[src/rtl/mem_stage.sv]
// rtl/mem_stage.sv - MEM pipeline stage: branch/jump resolve, data-memory handshake, MEM/WB register
// Optional access timeout/abort enabled by defining MEM_STAGE_TIMEOUT_EN.
module mem_stage #(
  parameter int TIMEOUT = 64
) (
  input  logic        clk,
  input  logic        rst,
  input  logic        in_Jump,
  input  logic        in_Branch,
  input  logic        in_MemRead,
  input  logic        in_MemWrite,
  input  logic        in_MemtoReg,
  input  logic        in_RegWrite,
  input  logic [27:0] in_JumpAddress,
  input  logic [31:0] in_AddFour,
  input  logic [31:0] in_Adder,
  input  logic        in_Zero,
  input  logic [31:0] in_ALU,
  input  logic [31:0] in_ReadData2,
  input  logic [4:0]  in_WriteRegister,
  output logic        mem_req,
  output logic        mem_we,
  output logic [31:0] mem_addr,
  output logic [31:0] mem_wdata,
  input  logic [31:0] mem_rdata,
  input  logic        mem_ack,
  output logic        out_Stall,
  output logic        out_PCSrc,
  output logic [31:0] out_PCTarget,
  output logic        out_RegWrite,
  output logic        out_MemtoReg,
  output logic [31:0] out_ReadData,
  output logic [31:0] out_ALU,
`ifdef MEM_STAGE_TIMEOUT_EN
  output logic        out_MemErr,
`endif
  output logic [4:0]  out_WriteRegister
);

  typedef enum logic {IDLE, ACCESS} state_t;

  state_t state, state_nxt;
  logic   access_req;
  logic   latch_req;
  logic   ack_done;
  logic   timeout_hit;
  logic   unused_addfour;

  assign access_req     = in_MemRead | in_MemWrite;
  assign unused_addfour = ^in_AddFour[27:0];

  assign out_PCSrc    = in_Jump | (in_Branch & in_Zero);
  assign out_PCTarget = in_Jump ? {in_AddFour[31:28], in_JumpAddress} : in_Adder;

  // The request is held in ACCESS from the latched copy; upstream is frozen by out_Stall.
  assign mem_req = (state == ACCESS);

`ifdef MEM_STAGE_TIMEOUT_EN
  localparam int CW = $clog2(TIMEOUT + 1);
  logic [CW-1:0] tmo_cnt;

  assign timeout_hit = (state == ACCESS) && !mem_ack && (tmo_cnt == CW'(TIMEOUT - 1));

  always_ff @(posedge clk) begin
    if (rst || state != ACCESS) begin
      tmo_cnt <= '0;
    end else if (!mem_ack) begin
      tmo_cnt <= tmo_cnt + CW'(1);
    end
  end

  always_ff @(posedge clk) begin
    if (rst) begin
      out_MemErr <= 1'b0;
    end else begin
      out_MemErr <= timeout_hit;
    end
  end
`else
  localparam int unused_timeout = TIMEOUT;
  assign timeout_hit = 1'b0;
`endif

  always_comb begin
    state_nxt = state;
    out_Stall = 1'b0;
    latch_req = 1'b0;
    ack_done  = 1'b0;
    case (state)
      IDLE: begin
        if (access_req) begin
          out_Stall = 1'b1;
          latch_req = 1'b1;
          state_nxt = ACCESS;
        end
      end
      ACCESS: begin
        if (mem_ack) begin
          ack_done  = 1'b1;
          state_nxt = IDLE;
        end else if (timeout_hit) begin
          state_nxt = IDLE;
        end else begin
          out_Stall = 1'b1;
        end
      end
      default: state_nxt = IDLE;
    endcase
    // Nothing may be held while the stage is being reset.
    if (rst) begin
      out_Stall = 1'b0;
    end
  end

  always_ff @(posedge clk) begin
    if (rst) begin
      state             <= IDLE;
      mem_we            <= 1'b0;
      mem_addr          <= '0;
      mem_wdata         <= '0;
      out_RegWrite      <= 1'b0;
      out_MemtoReg      <= 1'b0;
      out_ReadData      <= '0;
      out_ALU           <= '0;
      out_WriteRegister <= '0;
    end else begin
      state <= state_nxt;
      if (latch_req) begin
        mem_addr  <= in_ALU;
        mem_wdata <= in_ReadData2;
        mem_we    <= in_MemWrite;
      end
      // Stalled or aborted cycles retire as bubbles; other fields follow the inputs.
      out_RegWrite      <= in_RegWrite & ~out_Stall & ~timeout_hit;
      out_MemtoReg      <= in_MemtoReg;
      out_ALU           <= in_ALU;
      out_WriteRegister <= in_WriteRegister;
      if (ack_done && !mem_we) begin
        out_ReadData <= mem_rdata;
      end
    end
  end

endmodule
[config.mk]
export PLATFORM = sky130hd
export DESIGN_NAME = mem_stage
export DESIGN_NICKNAME = d
export VERILOG_FILES = /design/src/rtl/mem_stage.sv
export SDC_FILE = /design/constraint.sdc
export NUM_CORES = 1
export LEC_CHECK = 0
export BUFFER_PORTS_ARGS = -buffer_cell sky130_fd_sc_hd__buf_2
export CAP_MARGIN = 20
export CORE_AREA = 2 2 145 147
export CTS_BUF_LIST = sky130_fd_sc_hd__clkbuf_8
export CTS_CLUSTER_SIZE = 30
export DETAILED_ROUTE_END_ITERATION = 12
export DIE_AREA = 0 0 147 149
export GPL_TIMING_DRIVEN = 0
export PLACE_DENSITY = 0.57
export SETUP_SLACK_MARGIN = 0.02
export SLEW_MARGIN = 10
export SYNTH_ARGS = -nofsm -noshare
export SYNTH_HDL_FRONTEND = slang
export SYNTH_SLANG_ARGS = --single-unit
[constraint.sdc]
create_clock -name clk -period 1 [get_ports clk]
set_input_delay 0.05 -clock clk [delete_from_list [all_inputs] [get_ports clk]]
set_output_delay 0.05 -clock clk [all_outputs]
set_load 0.005 [all_outputs]
==> metrics.txt <==
clk buf depth 2; Worst Tran Pin Value approximately 0.74 ns; die footprint 21,900 um^2; routed vias/inst approximately 4.2; Syn Std Cell Area 4920 um^2; Yosys top cell area share a little under three fifths; post-synthesis sequential area ratio a little under three fifths; vias in the first global route about 5,500; pwr/cell area approximately 1500 nW/um^2; max-cap violation count 0; CP max-delay cell dfxtp_4; largest net degree at the start of global routing 17; Antenna Nets Post-Route 0; Slew Limit Headroom 50.8%; CTS tree yes; maximum fanout along the worst path 3; antenna violations before repair 0; worst path required time 0.95 ns; dominant cell type by area after synthesis dfxtp_1; hold_ws ~0.0095 ns; root buffer cell clkbuf_8; Core Box Area around 21,000 um^2; mux share of post-synthesis cell area 7.32%; Initial Util 23.9%; syn nets 751; warnings from Yosys 0; commonest cells in the netlist nand2_1, dfxtp_1, a21oi_1; Critical Path Sink Type primary output; Leakage approximately 4.3 nW; crit-path cells nor3_2 > a21oi_2 > nor2b_2 > buf_2; synth top area cells dfxtp_1, nand2_1, a21oi_1; syn avg cell area between 8 and 9 um^2; adder-cell share of the synthesized area 0%; Final Cycle Share 135%; post-synth cell types 19; critical path class reg2out; routed vias 5,559; Hold Violations, Final 0; failing checks setup timing; I/O pin total about 370; Worst Hold Class in2reg; fin worst setup slack -0.350 ns; dpl cells 1,166; xor/xnor share of the synthesized area 0%; min Tclk post-route between 1 and 1.5 ns; total CTS buffers 17; worst clock skew 0.0149 ns; fillcell total approximately 2,000; most frequent cell after synthesis nand2_1; maximum vdd drop slightly above 0.0008 V; Num Clock Sinks about 140; Die X about 150 um; first-pass GRT wire length between 20 and 30 mm; total congestion overflow 0; Inserted Diodes 0; setup_tns -26.85 ns; Post-synth EDFFs 0; Finished Cell Area around 9400 um^2; primary flip-flop cell chosen by synthesis mapping dfxtp_1; final WL slightly above 20 mm; clock latency on the worst-skew pair about 0.45 ns; DRC 0; async set-or-reset flop fraction in the synthesized netlist 0%; Max Slew Vio Count 0; Layout area overhead 90.2%; GRT Total Usage between 10% and 20%; Synth Instances between 500 and 600; Reg clk slew, reported paths 0.08 ns; CP Launch Type register; router iterations before antenna repair 4; Yosys reg bits 137; largest family of logic cells by synthesized area simple AND/OR/NAND/NOR gates; post-synthesis compound-gate area fraction about a tenth; chip height roughly 150 um; Synth Area in Simple Gates 20.3%; placer congestion estimate 0.791; hpwl dp around 14 mm; post-layout net count around 1,200; DRT iter0 DRCs roughly 160; Placed Area between 6000 and 7000 um^2; H-Tree Depth 4; mean routed wirelength per cell 15.6 um; R2R setup slack -0.34 ns; CP max stage delay around 0.37 ns; CP arrival roughly 1.3 ns; RSZ-0062 raised after global routing true; f_max between 700 and 800 MHz; status complete, but fails checks; Final setup viols ~100; I/O Buffers 343; share of cells above drive strength 1 55.4%; row count 53; hold_buf cts about 110; final std cells w/o fill around 1,300
cells in the final DEF (no fill, tap or decap):
cell type	n
buf_2	293
inv_6	5
a21oi_1	77
o21ai_0	1
bufinv_16	2
clkbuf_2	2
clkbuf_1	12
nor2b_1	38
dfxtp_4	2
dfxtp_1	41
dfxtp_2	94
buf_16	1
inv_8	4
a21o_1	1
clkinvlp_4	2
o21bai_4	1
o21ba_4	1
nand2b_1	1
buf_4	10
clkinv_8	2
and3b_2	1
dlygate4sd3_1	105
buf_8	8
nor3_2	1
a21oi_2	21
nor2b_2	1
buf_12	4
clkbuf_16	3
buf_6	67
nand2_2	4
clkbuf_8	17
nand2_1	188
inv_1	1
nand3b_1	1
clkbuf_4	2
nor3b_1	1
mux2_2	32
routing by layer:
metal | GRT usage [%] | part of all wire [%]
met4 | 6.20 | 2.3
met2 | 33.9 | 54
met1 | 18.8 | 38
met5 | 0 | 0
met3 | 3.79 | 5.6
report_power, final:
group | internal, mW | leakage [nW] | switching [mW] | total, mW
clock | 2.36 | 0.211 | 2.60 | 4.97
sequential | 5.82 | 1.17 | 0.167 | 5.99
combinational | 1.57 | 2.95 | 1.15 | 2.72
registers in the layout, summed over array words and instances, names as in the netlist:
register           cells
out_MemtoReg           1
mem_addr              32
out_RegWrite           1
out_ReadData          32
mem_wdata             32
mem_req                1
mem_we                 1
out_WriteRegister      5
out_ALU               32
per-stage QoR:
stage	util [%]	total power [mW]	setup slack [ns]
detailed placement	34.0	8.00	-0.830
floorplan	-	6.92	-0.0222
global route	45.5	14.3	-0.436
CTS	43.1	13.5	-0.373
finish	45.5	13.7	-0.350
global placement	34.0	7.98	-0.816
area by class of cell:
class                      instances  area [um^2]  area share [%]
buffer                            39          379            4.05
clock buffer                      17          234            2.50
clock inverter                    15          196            2.10
inverter                           1         3.75          0.0401
multi-input combinational        370         2000            21.3
sequential                       137         2870            30.6
tap                              275          344            3.68
timing repair buffer             468         3340            35.7
critical path: cells and delay by family, from the launching register on:
| kind | cells | cell delay, ns |
|---|---|---|
| buffers and inverters | 1 | 0.13 |
| AO/OA/AOI/OAI | 1 | 0.14 |
| flip-flops | 1 | 0.37 |
| AND/OR/NAND/NOR | 2 | 0.23 |
worst paths after layout:
| kind | from | endpoint | cells past startpoint |
|---|---|---|---|
| worst max register to register | mem_req | mem_addr[11] | 6 |
| worst max-delay path | mem_req | out_Stall | 4 |
| worst min register to register | out_ReadData[5] | out_ReadData[5] | 2 |
| worst min-delay path | mem_ack | mem_req | 3 |
timing repair:
item | in CTS | in global routing
buffers inserted | 9 | 2
setup endpoints to repair | 190 | 210
hold endpoints to repair | 137 | 1
pin swaps | 1 | 1
cloned | 5 | 4
gates resized for setup | 95 | 122
cell families (layout without fill, tap and decap cells):
family / after synthesis / in the layout
AND/OR/NAND/NOR: 236 / 236
flip-flops: 137 / 137
AO/OA/AOI/OAI: 102 / 102
buffers and inverters: 41 / 540
multiplexers: 32 / 32
(Power assumes the default switching activity.)
